File: src/rtl/gpu_prefetchq.sv
// Instruction prefetch queue: fetches program words ahead of execution into a
// halfword FIFO and hands 16-bit instructions with their PC to the decoder.
module gpu_prefetchq #(
  parameter int FETCH_W = 32,
  parameter int DEPTH   = 2,
  parameter int PC_W    = 24
) (
  input  logic                                 clk,
  input  logic                                 reset_n,
  input  logic                                 go,
  input  logic                                 big_instr,
  input  logic                                 jump,
  input  logic [PC_W-1:0]                      jump_pc,
  output logic                                 progreq,
  output logic [PC_W-$clog2(FETCH_W/8)-1:0]    progaddr,
  input  logic                                 progack,
  input  logic [FETCH_W-1:0]                   prog_data,
  output logic                                 pabort,
  output logic                                 insrdy,
  output logic [15:0]                          instruction,
  output logic [PC_W-1:0]                      ins_pc,
  input  logic                                 insack,
  input  logic                                 single_step,
  input  logic                                 single_go,
  output logic [$clog2(DEPTH*FETCH_W/16):0]    level
);

  localparam int HPW = FETCH_W / 16;
  localparam int FB  = $clog2(FETCH_W / 8);
  localparam int CAP = DEPTH * HPW;
  localparam int PW  = $clog2(CAP);
  localparam int LW  = PW + 1;
  localparam int SKW = $clog2(HPW);
  localparam int AW  = PC_W - FB;

  logic [15:0]     mem [CAP];
  logic [PW-1:0]   rd_ptr, wr_ptr;
  logic [AW-1:0]   fa;
  logic            inflight;
  logic [SKW-1:0]  skip;
  logic [PC_W-1:0] head_pc;
  logic            token;

  logic            accept, pop, req_set, space_ok;
  logic [LW-1:0]   push_n, level_next;
  logic [15:0]     hw [HPW];
  logic            unused_pc_bit;

  assign unused_pc_bit = jump_pc[0];

  assign progreq     = inflight;
  assign progaddr    = fa;
  assign pabort      = jump & inflight;
  assign ins_pc      = head_pc;
  assign insrdy      = (level != '0) & (~single_step | token);
  assign instruction = (level != '0) ? mem[rd_ptr] : 16'h0;

  assign accept     = progack & inflight & ~jump;
  assign pop        = insrdy & insack;
  assign push_n     = accept ? (LW'(HPW) - LW'(skip)) : '0;
  assign level_next = level + push_n - LW'(pop);
  // Space is judged on the post-update level so a request can stay up across an ack edge.
  assign space_ok   = (LW'(CAP) - level_next) >= LW'(HPW);
  assign req_set    = go & ~jump & (~inflight | accept) & space_ok;

  always_comb begin
    for (int k = 0; k < HPW; k++) begin
      hw[k] = big_instr ? prog_data[FETCH_W-1-16*k -: 16] : prog_data[16*k +: 16];
    end
  end

  always_ff @(posedge clk) begin
    for (int j = 0; j < HPW; j++) begin
      if (accept && (LW'(j) < push_n)) begin
        mem[wr_ptr + PW'(j)] <= hw[SKW'(j) + skip];
      end
    end
  end

  always_ff @(posedge clk or negedge reset_n) begin
    if (!reset_n) begin
      rd_ptr   <= '0;
      wr_ptr   <= '0;
      level    <= '0;
      fa       <= '0;
      inflight <= 1'b0;
      skip     <= '0;
      head_pc  <= '0;
      token    <= 1'b0;
    end else if (jump) begin
      rd_ptr   <= '0;
      wr_ptr   <= '0;
      level    <= '0;
      fa       <= jump_pc[PC_W-1:FB];
      skip     <= jump_pc[FB-1:1];
      head_pc  <= {jump_pc[PC_W-1:1], 1'b0};
      inflight <= 1'b0;
      token    <= 1'b0;
    end else begin
      if (accept) begin
        wr_ptr <= wr_ptr + PW'(push_n);
        fa     <= fa + AW'(1);
        skip   <= '0;
      end
      if (pop) begin
        rd_ptr  <= rd_ptr + PW'(1);
        head_pc <= head_pc + PC_W'(2);
      end
      level    <= level_next;
      inflight <= req_set | (inflight & ~progack);
      token    <= single_go | (token & ~pop);
    end
  end

endmodule

File: config.mk
export PLATFORM = sky130hd
export DESIGN_NAME = gpu_prefetchq
export DESIGN_NICKNAME = d
export VERILOG_FILES = /design/src/rtl/gpu_prefetchq.sv
export SDC_FILE = /design/constraint.sdc
export NUM_CORES = 1
export LEC_CHECK = 0
export CAP_MARGIN = 20
export CORE_MARGIN = 1
export CORE_UTILIZATION = 31
export DETAILED_ROUTE_END_ITERATION = 8
export PLACE_DENSITY = 0.56
export REMOVE_ABC_BUFFERS = 1
export SYNTH_ARGS = -nofsm -noshare
export SYNTH_HDL_FRONTEND = slang
export SYNTH_SLANG_ARGS = --single-unit
File: constraint.sdc
create_clock -name clk -period 4.9 [get_ports clk]
set_input_delay 1.47 -clock clk [delete_from_list [all_inputs] [get_ports clk]]
set_output_delay 1.47 -clock clk [all_outputs]
set_load 0.01 [all_outputs]
==> metrics.txt, run 1 <==
status=completed; max frequency=236.0 MHz; Yosys top cell area share=29.54%; RSZ-0062 raised after global routing=false; Synth area leader=edfxtp_1; pre-CTS worst setup slack=636.9 ps; Routed Antenna Nets=0; Post-synth EDFFs=64; initial antenna violation count=0; io pins=around 130; switch share=roughly 29%; worst slew pin tran=between 900 and 1000 ps; Int Pwr=2.562 mW; area grow syn2layout=33.93%; asr flop ratio synth=46.22%; worst vdd ir=276.9 µV; CP required=between 3000 and 4000 ps; Yosys cell types=between 40 and 50; first-pass GRT wire length=approximately 26000 µm; core area=20430 µm²; critical path type=in2out; Post-Synthesis Cells=around 490; Wirelength per Cell=18.08 µm; number of DRC markers in iteration 0=between 150 and 200; worst-path maximum fanout=4; H-tree depth=4; dominant cells by area after synthesis=edfxtp_1 (30%), dfrtp_1 (21%), mux2_1 (8.8%); Top Usage Layer GRT=met2; most frequent cells after synthesis=edfxtp_1 (64), dfrtp_1 (55), mux2_1 (51); nets@finish=around 700; hold violation total from the final report=0; clock skew=approximately 11 ps; combinational power share=31.5%; Yosys reg bits=119; largest net degree at the start of global routing=56; Net Sw Power=~1.1 mW; # diodes=0; DRT Pass-1 Iters=4; Mapped Avg Cell Area=13.25 µm²; input/output buffers=130; Top FF cell, synth=edfxtp_1; Crit. End Element=primary output; Worst-path clk slew=50 ps; Hold-fix buffers, CTS=0; pwr/cell area=417.0 nW/µm²; most frequent cell after synthesis=edfxtp_1; fin crit period=4237 ps; met2 usage=26.35%; effective utilization at floorplan=31.84%; Leakage Power=3.157 nW; Slew Viols, Final=0; Ys Warns=0; data arrival time of the worst path=2770 ps; clk root buf=clkbuf_16; area of the die=21570 µm²; Clock Latency Late Sink=420 ps; dpl hpwl=11160 µm; Flop pwr share=34.6%; TritonCTS clock tree=done; number of global-route vias before repair=4635; setup TNS=0 ps; Finish-stage setup viols=0; period utilization=86.47%; max cap viols=0; Die X=~150 µm; Post-CTS Resized=0; layout cells sized above 1=19.00%; DRC viols=0; Power, Total=3.633 mW; row cnt=52; grt ovf=0; Fillers=around 2000; GPL Wtd Cong=0.8128; # clock sinks=between 100 and 150; Slew headroom=37.70%; startpoint types=input port; final core utilization=between 40 and 50%; sequential area share after synthesis=50.70%; Clk pwr share=approximately a third; met1 Use GR=between 20% and 30%; # Post-CTS Setup Buffers=0; met3 global-route usage=4.565%; Max Buffers Root-to-Sink=2; final wirelength=16490 µm; final worst slack=663.1 ps; Die Ht=146.9 µm; hold crit path type=reg2reg; Vias/cell=about 4.8; GRT Overall Usage=16.10%; total vias in the final route=~4400; Synth Cell Area=between 6000 and 7000 µm²; CTS buffer count=17
area by class of cell:
cell class	instances	area, µm²	share of cell area, %
flip-flops and latches	119	3298	37.86
multi-input cells	336	3050	35.01
repair buffers	143	1401	16.08
clock buffers	24	481.7	5.529
well taps	270	337.8	3.878
clock inverters	8	97.59	1.120
inverters	12	45.04	0.5170
critical path, cell delays in order:
cell and delay [ps]:
clkdlybuf4s50_1 410, nor2b_4 150, nor2_1 170, clkdlybuf4s50_1 570
sequential cells by signal, summed over array words and instances, names as in the netlist:
| signal | count |
|---|---|
| progreq | 1 |
| wr_ptr | 2 |
| progaddr | 22 |
| mem | 64 |
| level | 3 |
| token | 1 |
| rd_ptr | 2 |
| ins_pc | 23 |
| skip | 1 |
cells by family (layout without fill, tap and decap cells):
group,after synthesis,in the layout,share of synthesized area [%]
and+or+nand+nor,135,135,12.16
DFF,119,119,50.70
muxes,111,111,21.97
xor gates and xnor gates,52,52,7.636
buffers and inverters,36,187,2.558
AOI/OAI and AO/OA,28,28,3.077
adders and majority gates,9,9,1.847
other,1,1,0.05765
cells in the final DEF (no fill, tap or decap), types with 19 or more instances in the layout:
| cell | synthesis | final |
|---|---|---|
| nand3_1 | 20 | 20 |
| dfrtp_1 | 55 | 55 |
| xnor2_1 | 28 | 28 |
| mux2_1 | 51 | 51 |
| edfxtp_1 | 64 | 64 |
| xor2_1 | 20 | 20 |
| nand2_1 | 19 | 19 |
| nor2_1 | 23 | 23 |
| mux2_2 | 43 | 43 |
| clkdlybuf4s50_1 | 0 | 128 |
path summary, 6_finish.rpt:
| check | startpoint | to | slack, ps | cells after the start |
|---|---|---|---|---|
| worst max-delay path | single_step | insrdy | 660 | 4 |
| worst min-delay path | token$_DFF_PN0_ | token$_DFF_PN0_ | 580 | 2 |
| worst max register to register | level[2]$_DFF_PN0_ | progreq$_DFF_PN0_ | 1690 | 14 |
| worst min register to register | token$_DFF_PN0_ | token$_DFF_PN0_ | 580 | 2 |
| max in group asynchronous | reset_n | rd_ptr[1]$_DFFE_PN0N_ | 3220 | 2 |
| min in group asynchronous | reset_n | ins_pc[13]$_DFFE_PN0N_ | 1210 | 2 |
power groups by stage:
| stage | registers, mW | logic [mW] | clock network, mW |
|---|---|---|---|
| floorplan | 1.30 | 0.570 | 0 |
| global placement | 1.27 | 1.15 | 0 |
| detailed placement | 1.28 | 1.16 | 0 |
| CTS | 1.26 | 1.17 | 1.26 |
| global route | 1.27 | 1.25 | 1.30 |
| finish | 1.26 | 1.14 | 1.23 |
metal layers:
layer	vias up	wire length [µm]
met4	0	228
met1	2182	7359
met3	19	980
met5	-	0
met2	125	7921
li1	2069	-
stage by stage:
| stage | cells | area [µm²] | hold WS, ps |
|---|---|---|---|
| global route | 912 | 8712 | 633.4 |
| global placement | 880 | 8133 | 556.5 |
| detailed placement | 880 | 8133 | 566.5 |
| finish | 912 | 8712 | 577.9 |
| CTS | 912 | 8712 | 579.0 |
| floorplan | 467 | 6384 | 537.0 |
(Power assumes the default switching activity.)
==> run 2: changes to the inputs <==
--- a/config.mk
+++ b/config.mk
@@ -5,12 +5,15 @@
 export SDC_FILE = /design/constraint.sdc
 export NUM_CORES = 1
 export LEC_CHECK = 0
+export ABC_CLOCK_PERIOD_IN_PS = 4900
 export CAP_MARGIN = 20
 export CORE_MARGIN = 1
 export CORE_UTILIZATION = 31
 export DETAILED_ROUTE_END_ITERATION = 8
-export PLACE_DENSITY = 0.56
+export DONT_BUFFER_PORTS = 1
+export PLACE_DENSITY = 0.48
 export REMOVE_ABC_BUFFERS = 1
+export SKIP_LAST_GASP = 1
 export SYNTH_ARGS = -nofsm -noshare
 export SYNTH_HDL_FRONTEND = slang
 export SYNTH_SLANG_ARGS = --single-unit
==> run 2 against run 1 <==
  * Power down 12%
  * First-iteration DRC count shrank 10%
  * Sequential share of layout area is 7.1 points higher
  * Clock power shrank 7%
  * Combinational power down 34%
  * Worst hold slack better by 13 ps
  * Routed wire length decreased by 6.2%
  * Critical endpoint is now instruction[2]
  * Non-clock buffer count decreased by 135
==> metrics.txt, run 2 (synthesis results as in run 1) <==
Post-DP Area=6804 µm²; area of the die=21570 µm²; Post-CTS Resized=0; dpl hpwl=10210 µm; data arrival time of the worst path=2060 ps; first-pass GRT wire length=24090 µm; status=completed; worst vdd ir=about 240 µV; # Post-CTS Setup Buffers=0; Hold-fix buffers, CTS=0; Wirelength per Cell=19.93 µm; # diodes=0; initial antenna violation count=0; # clock sinks=119; hold crit path type=reg2reg; startpoint types=register; Multi-input gate area=3055 µm²; total vias in the final route=a little under 4000; clk root buf=clkbuf_16; Fillers=roughly 2000; number of DRC markers in iteration 0=162; Largest Register=mem; final wirelength=15470 µm; Worst-path clk slew=50 ps; Crit. End Element=primary output; Design Area, Final=7341 µm²; most frequent cells in the layout=edfxtp_1 (64), dfrtp_1 (55), mux2_1 (51); Slew Viols, Final=0; layout cells sized above 1=23.12%; RSZ-0062 raised after global routing=false; Vias/cell=4.978; DP Cell Count=between 700 and 800; Die X=roughly 150 µm; worst-path maximum fanout=15; setup TNS=0 ps; number of global-route vias before repair=4187; area grow syn2layout=12.85%; DRC viols=0; largest net degree at the start of global routing=68; GRT Overall Usage=15.04%; clock skew=8.316 ps; Clock Latency Late Sink=a little over 400 ps; Slew headroom=41.07%; worst slew pin tran=883.9 ps; Routed Antenna Nets=0; final non-filler cell total=776; max reg flops=64; hold_ws=just under 600 ps; H-tree depth=4; input/output buffers=0; max frequency=approximately 280 MHz; row cnt=52; sequential cell area=3298 µm²; Hold Path Stages=2; hold violation total from the final report=0; io pins=approximately 130; Leakage Power=2.591 nW; critical path type=reg2out; period utilization=71.97%; fin crit period=3527 ps; GPL Wtd Cong=0.7659; grt ovf=0; pwr/cell area=436.4 nW/µm²; Max Buffers Root-to-Sink=2; TritonCTS clock tree=done; cells on worst reg2reg path=15; Finish-stage setup viols=0; Die Ht=146.9 µm; CP required=3430 ps; core area=20430 µm²; max cap viols=0; effective utilization at floorplan=31.84%; CTS buffer count=17; DRT Pass-1 Iters=4; nets@finish=568; most common cell after layout, fill and taps aside=edfxtp_1
-- run 2: cell count changes in the layout (fill, tap and decap cells not counted), sizes merged --
cell           delta
buf               -7
bufinv            -1
clkinv            +1
inv               +1
clkbuf            -6
clkdlybuf4s50   -128
clkinvlp          +4
-- run 2: worst paths after layout --
check                                 startpoint                     end  slack [ps]
max reg2reg                   level[2]$_DFF_PN0_       progreq$_DFF_PN0_        1720
min in group asynchronous                reset_n  ins_pc[12]$_DFFE_PN0N_         750
max                        rd_ptr[0]$_DFFE_PN0N_          instruction[2]        1370
max in group asynchronous                reset_n   rd_ptr[0]$_DFFE_PN0N_        4040
min                              token$_DFF_PN0_         token$_DFF_PN0_         590
min reg2reg                      token$_DFF_PN0_         token$_DFF_PN0_         590
-- run 2: where the power goes --
group / internal [mW] / total, mW / switching (mW)
Combinational: 0.348 / 0.756 / 0.408
Clock: 0.689 / 1.14 / 0.454
Sequential: 1.16 / 1.30 / 0.146
Total: 2.20 / 3.20 / 1.01
-- run 2: layer usage --
layer  vias up  track usage, %  wire [µm]
met3        17           5.652       1088
met1      1958           17.78       6557
li1       1790               -          -
met5         -               0          0
met4         0           5.677        240
met2        98           24.76       7581
-- run 2: worst max-delay path, cell delays in order, from the launching register on --
cell and delay [ps]:
dfrtp_1 520, buf_4 390, mux4_2 540, nor2b_1 190
-- run 2: cell type report --
type / count / area share (%)
repair buffers: 8 / 0.9204
flip-flops and latches: 119 / 44.93
clock buffers: 18 / 5.846
inverters: 12 / 0.6136
clock inverters: 13 / 1.466
multi-input cells: 336 / 41.62
well taps: 270 / 4.602
-- run 2: through the flow --
stage                     setup slack, ps  utilization, %  total power, mW
after floorplan                      1079               -            1.867
after global placement               1017           33.23            2.092
after detailed placement            989.3           33.30            2.103
after CTS                            1285           35.93            3.267
after global routing                 1250           35.93            3.381
final                                1373           35.93            3.204
==> run 3: changes to the inputs <==
--- a/config.mk
+++ b/config.mk
@@ -5,13 +5,13 @@
 export SDC_FILE = /design/constraint.sdc
 export NUM_CORES = 1
 export LEC_CHECK = 0
-export ABC_CLOCK_PERIOD_IN_PS = 4900
+export ABC_CLOCK_PERIOD_IN_PS = 3200
 export CAP_MARGIN = 20
 export CORE_MARGIN = 1
 export CORE_UTILIZATION = 31
 export DETAILED_ROUTE_END_ITERATION = 8
 export DONT_BUFFER_PORTS = 1
-export PLACE_DENSITY = 0.48
+export PLACE_DENSITY = 0.49
 export REMOVE_ABC_BUFFERS = 1
 export SKIP_LAST_GASP = 1
 export SYNTH_ARGS = -nofsm -noshare
==> constraint.sdc (replaced) <==
create_clock -name clk -period 3.2 [get_ports clk]
set_input_delay 0.96 -clock clk [delete_from_list [all_inputs] [get_ports clk]]
set_output_delay 0.96 -clock clk [all_outputs]
set_load 0.01 [all_outputs]
==> run 3 against run 2 <==
  * First-iteration DRC count is 9.3% higher
  * Sequential power grew 52%
  * Register-to-register slack lost 1300 ps
  * Clock power rose by 66%
  * Flip-flop and latch count unchanged
  * Non-clock buffer count is 9 higher
  * Critical endpoint is now instruction[8]
  * Largest power group unchanged
==> metrics.txt, run 3 (synthesis results as in run 1) <==
status=completed; number of DRC markers in iteration 0=roughly 180; grt ovf=0; Vias/cell=4.949; Slew headroom=54.26%; hold_ws=~230 ps; core area=20430 µm²; layout cells sized above 1=25.19%; max reg flops=64; Max Buffers Root-to-Sink=2; Multi-input gate area=just over 3000 µm²; Flop pwr share=about two fifths; hold violation total from the final report=0; Design Area, Final=7455 µm²; # diodes=0; worst vdd ir=334.6 µV; final wirelength=~16000 µm; data arrival time of the worst path=1950 ps; initial antenna violation count=0; pwr/cell area=683.3 nW/µm²; Int Pwr=between 3 and 4 mW; io pins=133; Clock Latency Late Sink=420 ps; most common cell after layout, fill and taps aside=edfxtp_1; DRC viols=0; Slew Viols, Final=0; TritonCTS clock tree=done; area grow syn2layout=14.60%; worst-path maximum fanout=13; GRT Overall Usage=15.06%; Finish-stage setup viols=0; Routed Antenna Nets=0; clk root buf=clkbuf_16; Die Ht=around 150 µm; Post-DP Area=6877 µm²; clock skew=13.95 ps; switch share=32.42%; worst slew pin tran=680.5 ps; Worst-path clk slew=70 ps; Post-CTS Resized=0; row cnt=52; # Post-CTS Setup Buffers=0; hold crit path type=in2async; critical path type=reg2out; max frequency=343.9 MHz; first-pass GRT wire length=around 24000 µm; sequential cell area=3298 µm²; GPL Wtd Cong=between 0.7 and 0.8; crit path launch=rd_ptr[0]$_DFFE_PN0N_; # clock sinks=around 120; effective utilization at floorplan=31.84%; total vias in the final route=3890; period utilization=90.86%; Largest Register=mem; Net Sw Power=1.651 mW; fin crit period=2908 ps; cells on worst reg2reg path=14; RSZ-0062 raised after global routing=false; largest net degree at the start of global routing=68; Wirelength per Cell=just under 20 µm; Crit. End Element=primary output; combinational power share=24.1%; input/output buffers=0; Die X=~150 µm; max cap viols=0; Leakage Power=2.671 nW; CP required=~2200 ps; DRT Pass-1 Iters=4; startpoint types=register; setup slack, reg-to-reg=440 ps; H-tree depth=4; Clk pwr share=37.1%; nets@finish=577; Hold-fix buffers, CTS=0; most frequent cells in the layout=edfxtp_1 (64), dfrtp_1 (55), mux2_1 (51); area of the die=around 22000 µm²; dpl hpwl=10290 µm; pre-CTS worst setup slack=58.46 ps; CTS buffer count=17; final worst slack=292.4 ps; Reg2Reg Launch Point=level[2]$_DFF_PN0_; number of global-route vias before repair=~4000; Fillers=1972
==> run 3: changes by cell type in the layout (fill, tap and decap cells not counted), sizes merged <==
cell      previous run  this run
inv                 14        22
clkbuf              18        17
clkinvlp             5         2
buf                  8        17
clkinv               5         2
==> run 3: through the flow <==
stage          instances  utilization [%]  power (mW)  TNS, ps
6_report             786            36.49       5.094        0
5_1_grt              786            36.49       5.354        0
4_1_cts              786            36.49       5.178        0
3_5_place_dp         754            33.66       3.264        0
3_3_place_gp         754            33.66       3.234        0
2_1_floorplan        467                -       2.858    -1039
==> run 3: layout make-up <==
cell class | instances | area share (%)
Sequential cell | 119 | 44.24
Multi-Input combinational cell | 336 | 40.99
Clock buffer | 17 | 5.707
Tap cell | 270 | 4.532
Clock inverter | 15 | 2.048
Timing Repair Buffer | 17 | 1.880
Inverter | 12 | 0.6042
==> run 3: per-layer routing <==
layer | GRT usage (%) | up-vias | wire (µm)
li1 | - | 1819 | -
met1 | 17.81 | 1953 | 6394
met2 | 24.93 | 98 | 7802
met3 | 5.994 | 20 | 1199
met4 | 4.844 | 0 | 206
met5 | 0 | - | 0
==> run 3: power groups by stage <==
stage	logic [mW]	clock network [mW]	registers, mW
after floorplan	0.873	0	1.99
after global placement	1.23	0	2.01
after detailed placement	1.25	0	2.01
after CTS	1.26	1.93	1.98
after global routing	1.36	1.99	2.00
final	1.23	1.89	1.98
==> run 3: path summary, 6_finish.rpt <==
kind                                     endpoint
setup / recovery                   instruction[8]
hold reg to reg                   token$_DFF_PN0_
setup reg to reg                progreq$_DFF_PN0_
max in group asynchronous   ins_pc[6]$_DFFE_PN0N_
hold / removal             ins_pc[10]$_DFFE_PN0N_
min in group clk                  token$_DFF_PN0_
==> run 3: critical path, stage by stage (launching register included) <==
cell,delay [ps]
dfrtp_1,590
buf_12,240
mux4_2,520
nor2b_1,180
